`config.mk`:
```
export PLATFORM = sky130hd
export DESIGN_NAME = alu_rr_arbiter
export DESIGN_NICKNAME = d
export VERILOG_FILES = /design/src/rtl/alu_rr_arbiter.sv
export SDC_FILE = /design/constraint.sdc
export NUM_CORES = 1
export LEC_CHECK = 0
export CAP_MARGIN = 10
export CORE_UTILIZATION = 30
export DETAILED_ROUTE_END_ITERATION = 7
export GPL_ROUTABILITY_DRIVEN = 0
export GPL_TIMING_DRIVEN = 0
export SLEW_MARGIN = 20
export SYNTH_ARGS = -nofsm -noshare
export SYNTH_HDL_FRONTEND = slang
export SYNTH_SLANG_ARGS = --single-unit
export TNS_END_PERCENT = 1
```
`constraint.sdc`:
```
create_clock -name clk -period 2.2 [get_ports clk]
set_clock_uncertainty 0.1 [all_clocks]
set_input_delay 0.44 -clock clk [delete_from_list [all_inputs] [get_ports clk]]
set_output_delay 0.44 -clock clk [all_outputs]
set_load 0.005 [all_outputs]
```
`src/rtl/alu_rr_arbiter.sv`:
```
// alu_rr_arbiter: two-requester round-robin front end for a shared registered ALU stage
module alu_rr_arbiter #(
  parameter int WIDTH = 4
) (
  input  logic             clk,
  input  logic             rst,
  input  logic             req0_valid,
  output logic             req0_ready,
  input  logic [1:0]       req0_op,
  input  logic [WIDTH-1:0] req0_a,
  input  logic [WIDTH-1:0] req0_b,
  output logic             rsp0_valid,
  input  logic             rsp0_ready,
  input  logic             req1_valid,
  output logic             req1_ready,
  input  logic [1:0]       req1_op,
  input  logic [WIDTH-1:0] req1_a,
  input  logic [WIDTH-1:0] req1_b,
  output logic             rsp1_valid,
  input  logic             rsp1_ready,
  output logic [WIDTH-1:0] rsp_data,
  output logic             rsp_carry,
  output logic             busy,
  output logic             grant_id
);
  typedef enum logic [1:0] {IDLE, EXEC, RESP} state_t;
  state_t           r_state;
  logic [1:0]       r_op;
  logic [WIDTH-1:0] r_a, r_b, r_data;
  logic             r_carry, r_id, r_last;
  logic             w_idle, w_any, w_sel, w_done;
  logic [WIDTH:0]   w_sum;
  logic [WIDTH-1:0] w_res;
  assign w_idle     = r_state == IDLE;
  assign w_any      = req0_valid | req1_valid;
  assign w_sel      = (req0_valid && req1_valid) ? ~r_last : req1_valid;
  assign req0_ready = w_idle && w_any && !w_sel;
  assign req1_ready = w_idle && w_any && w_sel;
  assign w_sum      = {1'b0, r_a} + {1'b0, r_b};
  assign w_res      = r_op == 2'b00 ? (r_a & r_b) :
                      r_op == 2'b01 ? (r_a | r_b) :
                      r_op == 2'b10 ? (r_a ^ r_b) : w_sum[WIDTH-1:0];
  assign w_done     = (r_state == RESP) && (r_id ? rsp1_ready : rsp0_ready);
  assign rsp0_valid = (r_state == RESP) && !r_id;
  assign rsp1_valid = (r_state == RESP) && r_id;
  assign rsp_data   = r_data;
  assign rsp_carry  = r_carry;
  assign busy       = !w_idle;
  assign grant_id   = r_id;
  // accept in IDLE, compute in EXEC, hold the result in RESP until the owner takes it
  always_ff @(posedge clk) begin
    if (rst) begin
      r_state <= IDLE;
      r_op    <= '0;
      r_a     <= '0;
      r_b     <= '0;
      r_data  <= '0;
      r_carry <= 1'b0;
      r_id    <= 1'b0;
      r_last  <= 1'b1;
    end else begin
      case (r_state)
        IDLE: if (w_any) begin
          r_state <= EXEC;
          r_op    <= w_sel ? req1_op : req0_op;
          r_a     <= w_sel ? req1_a : req0_a;
          r_b     <= w_sel ? req1_b : req0_b;
          r_id    <= w_sel;
        end
        EXEC: begin
          r_data  <= w_res;
          r_carry <= (r_op == 2'b11) && w_sum[WIDTH];
          r_state <= RESP;
        end
        RESP: if (w_done) begin
          r_last  <= r_id;
          r_state <= IDLE;
        end
        default: r_state <= IDLE;
      endcase
    end
  end
endmodule

```
; Yosys cells after proc, flatten, opt, wreduce, memory -nomap -nowiden
; Index checks and enable logic that the tools add are counted.
[word_totals]
elab_cells = 48
input_bits = 26
regBits = 19
out_inout_bits = 11
[op_classes]
eq_ne = 7
mux = 11
bitwise_logic = 5
add_sub_neg = 1
reduce_logical = 16
[op_table]
columns = cell, count
row1 = 4-bit 2-to-1 mux, 5
row2 = 1-bit logical AND, 8
row3 = 2-bit == test (second input constant), 3
row4 = 2-bit 2-to-1 mux, 3
row5 = 2-bit one-hot mux with 3 select lines, 1
row6 = 2-bit AND reduction, 3
row7 = 4-bit by 4-bit adder with 5-bit output, 1
row8 = 4-bit bitwise AND, 1
row9 = 2-bit by 1-bit == test with 1-bit output (second input constant), 2
row10 = 2-bit zero test, 2
row11 = 4-bit OR, 1
row12 = 4-bit XOR, 1
row13 = 1-bit zero test, 3
row14 = 1-bit 2-to-1 mux, 2
row15 = 2-bit by 1-bit != test with 1-bit output (second input constant), 1
row16 = 2-bit != test (second input constant), 1
row17 = 1-bit NOT, 1
row18 = 1-bit OR, 1

; Longest topological paths before layout
; Gate-level depths: netlist of the first run.
[depth]
word_depth = 4
depth_mapped = 6
ltp_nobuf = 6

; Worst setup path before layout of the first run
; No wires, ideal clock.
[synth_timing]
kind = register to register
startpoint = reg r_a[0]
endpoint = reg r_data[1], in the netlist rsp_data[1]
required_ns = 1.968
n_path_buf = 0
setup_ns = 0.132
period_less_slack_ns = 1.746
slack_ns = 0.454
path_stages_with_launch = 6
t_arrival_ns = 1.515
path_cell_list = dfxtp_1 ha_1 fa_1 mux4_2 nand2_1 a21oi_1
[synth_between]
elab_chain_cells = 4
[synth_rtl]
columns = item, line
row1 = start: declaration, 29  ; logic [WIDTH-1:0] r_a, r_b, r_data;
row2 = start signal: assignment, 66  ; r_a <= w_sel ? req1_a : req0_a;
row3 = 4-bit by 4-bit adder with 5-bit output, 39  ; assign w_sum = {1'b0, r_a} + {1'b0, r_b};
row4 = 4-bit 2-to-1 mux, 42  ; r_op == 2'b10 ? (r_a ^ r_b) : w_sum[WIDTH-1:0];
row5 = 4-bit 2-to-1 mux, 41  ; r_op == 2'b01 ? (r_a | r_b) :
row6 = 4-bit 2-to-1 mux, 40  ; assign w_res = r_op == 2'b00 ? (r_a & r_b) :
row7 = end signal: assignment, 71  ; r_data <= w_res;
row8 = end: declaration, 29
; No other way between the ends.
; A chain may end at the register's enable or synchronous reset.

; Worst setup path in the final report of the first run
[layout_timing]
startpoint = reg r_state[0]
endpoint = out rsp0_valid
[layout_between]
elab_chain_cells = 2
[layout_rtl]
columns = item, line
row1 = start: declaration, 27  ; state_t r_state;
row2 = start signal: assignment, 53  ; r_state <= IDLE;
row3 = start signal: assignment, 64  ; r_state <= EXEC;
row4 = start signal: assignment, 73  ; r_state <= RESP;
row5 = 2-bit == test, 44  ; assign rsp0_valid = (r_state == RESP) && !r_id;
row6 = 1-bit logical AND, 44
row7 = end: declaration, 12  ; output logic rsp0_valid,
; No other way between the ends.

==> impl_metrics.yaml, run 1 <==
drt:
  route.detailed.drc: 0
  vias: 1024
  drt-met1-wl_microns: 1120
  wl_met3_microns: 110
  drt_iter0_drc: 50
  drt_pass1_iterations: 5
  ant_nets: 0
  top_layer: "met4"
  met2WireLength_microns: 1320
  totalWireLength_microns: 2570
  avgViaCountPerCell: 4.90
  detail_route.wl_per_cell_microns: 12.3
sta:
  tightest_slew_ps: 520
  maxSlewHeadroom_pct: 65.4
  fin_setup_tns_ps: 0
  clock.fmax_ghz: 0.469
  drv_slew: 0
  finalSetupViolations: 0
  finalCritPeriodShare_pct: 96.8
  fin_crit_ps: 2130
  finalHoldViolCount: 0
  rsz0062_at_grt: "false"
yosys:
  synth_top_area_cell: "dfxtp_1"
  synth_warnings: 0
  synth_cell_types: 30
  synth_area_leaders: "dfxtp_1 36%, a222oi_1 9.4%, ha_1 9.4%"
  ys_seq_elements: 19
  postSynthCellCount: 123
  synth_edf_count: 0
  ys.flop_type: "dfxtp_1"
  synth_fp_nets: 158
  async_flop_share_pct: 0
  avgSynthCellArea_sq_um: 8.68
  synth_area_sq_um: 1070
  synth_top_area_share_pct: 35.6
  yosysSeqAreaShare_pct: 35.6
cells_and_area:
  final_common_cell: "clkdlybuf4s50_1"
  diodes: 0
  fin_util_pct: 45.9
  stdcell_count: 209
  final_nets: 199
  syn2layout_area_growth_pct: 44.5
  final_cell_mix: "31 x clkdlybuf4s50_1, 17 x nor2_1, 17 x dfxtp_1"
  drive_above_1_share_pct: 11.7
clock_network:
  h-tree-depth: 1
  max-clock-path-buffers: 2
  clkTransAtPathRegs_ps: 120
  clock_latency_ps: 300
  cts_made_buffers: 3
  cts.sinks: 19
  cts_tree: "yes"
  cts_hold_buf: 0
  cts-root-buf: "clkbuf_4"
global_route:
  grt_pass1_wl_microns: 3980
  grt_pass1_vias: 894
  overflow: 0
  grt_use_total_pct: 14.5
  grt_antenna_before_repair: 0
  grt_max_degree: 12
setup_path:
  critPathRequiredTime_ps: 1660
  critPathKind: "reg2out"
  cp_max_fo: 5
  arrival_ps: 1590
  start_kind: "register"
  endpoint_kind: "primary output"
pwr:
  p_leak_uw: 0.000638
  power_density_nw_per_um2: 554
  peakVddDrop_v: 0.000274
place:
  hpwl_microns: 1980
  io_buffers: 35
  dp_cells: 204
die:
  fp.dieH_microns: 61.6
  io_pins: 37
  coreArea_sq_um: 3360
  std_cell_rows: 21
  initial_utilization_pct: 31.7
  dieArea_sq_um: 3800
  die_w_microns: 61.6
job:
  maxCapViolCount: 0
run_status:
  status: "complete, no violations"
min_path:
  hold_class: "reg2reg"
==> kinds of logic after synthesis <==
family                   share of synthesized area [%]
buffers and inverters                             8.68
adder cells (fa/ha/maj)                           11.3
AO/OA/AOI/OAI                                     22.0
multiplexers                                      5.98
flip-flops                                        35.6
AND/OR/NAND/NOR                                   16.4
==> worst max-delay path: stages (launching register included) <==
cell and delay (ps):
dfxtp_4 380, and2b_2 250, nor2b_1 150, clkdlybuf4s50_1 510
==> registers in the layout (all words and copies together) (netlist names) <==
name,cells
grant_id,1
r_a,4
r_b,4
r_last,1
r_op,2
r_state,2
rsp_carry,1
rsp_data,4
==> cell type report <==
cell class	instances	area (sq um)
well taps	46	57.6
inverters	13	48.8
plain buffers	7	47.5
flip-flops and latches	19	385
repair buffers	36	358
clock inverters	1	5.00
clock buffers	3	22.5
multi-input cells	84	618
fillers	361	1820
==> cell usage after synthesis, types with 2 or more instances <==
| cell type | count |
|---|---|
| dfxtp_1 | 19 |
| nor2_1 | 18 |
| inv_1 | 13 |
| a21oi_1 | 11 |
| a222oi_1 | 10 |
| ha_1 | 8 |
| nand2_1 | 8 |
| a211oi_1 | 3 |
| mux2i_1 | 3 |
| nor2b_1 | 3 |
| and3_1 | 2 |
| buf_2 | 2 |
| buf_4 | 2 |
| clkbuf_1 | 2 |
| nand2b_1 | 2 |
| o211ai_1 | 2 |
| o21ai_0 | 2 |
==> metrics by stage <==
| stage | cell area, sq um | hold WS (ps) | total power, uW | worst slack, ps |
|---|---|---|---|---|
| global route | 1540 | 398 | 907 | 9.20 |
| detailed placement | 1480 | 354 | 666 | -524 |
| CTS | 1530 | 370 | 858 | -3.08 |
| floorplan | 1070 | 353 | 556 | 454 |
| finish | 1540 | 364 | 855 | 69.6 |
| global placement | 1480 | 345 | 658 | -481 |
==> power by group <==
part | leakage (uW) | internal, uW | total, uW | switching, uW
Combinational | 0.000464 | 149 | 269 | 120
Sequential | 0.000157 | 375 | 404 | 29.2
Clock | 0.0000177 | 67.7 | 182 | 114
Total | 0.000638 | 592 | 855 | 263
==> repair_timing <==
action	CTS	global route
hold endpoints to repair	0	0
setup endpoints to repair	2	2
resized for setup	9	6
setup buffers	1	0
==> routing by layer <==
layer,GRT usage [%],up-vias
met5,0,-
met4,6.35,0
met3,2.10,2
met2,24.7,26
met1,18.0,476
li1,-,520
==> final timing paths <==
check         startpoint          end  slack [ps]  cells after the start
min reg2reg  rsp_data[1]  rsp_data[1]         360                      2
min          rsp_data[1]  rsp_data[1]         360                      2
max reg2reg       r_a[0]  rsp_data[1]         320                      5
max           r_state[0]   rsp0_valid          70                      3
No activity file was read; power rests on OpenSTA's default activity.
==> run 2: changes to the inputs <==
--- a/config.mk
+++ b/config.mk
@@ -8,7 +8,6 @@
 export CAP_MARGIN = 10
 export CORE_UTILIZATION = 30
 export DETAILED_ROUTE_END_ITERATION = 7
-export GPL_ROUTABILITY_DRIVEN = 0
 export GPL_TIMING_DRIVEN = 0
 export SLEW_MARGIN = 20
 export SYNTH_ARGS = -nofsm -noshare
==> results of run 2 <==
No change in the layout: final DEF, timing and power equal those of run 1.
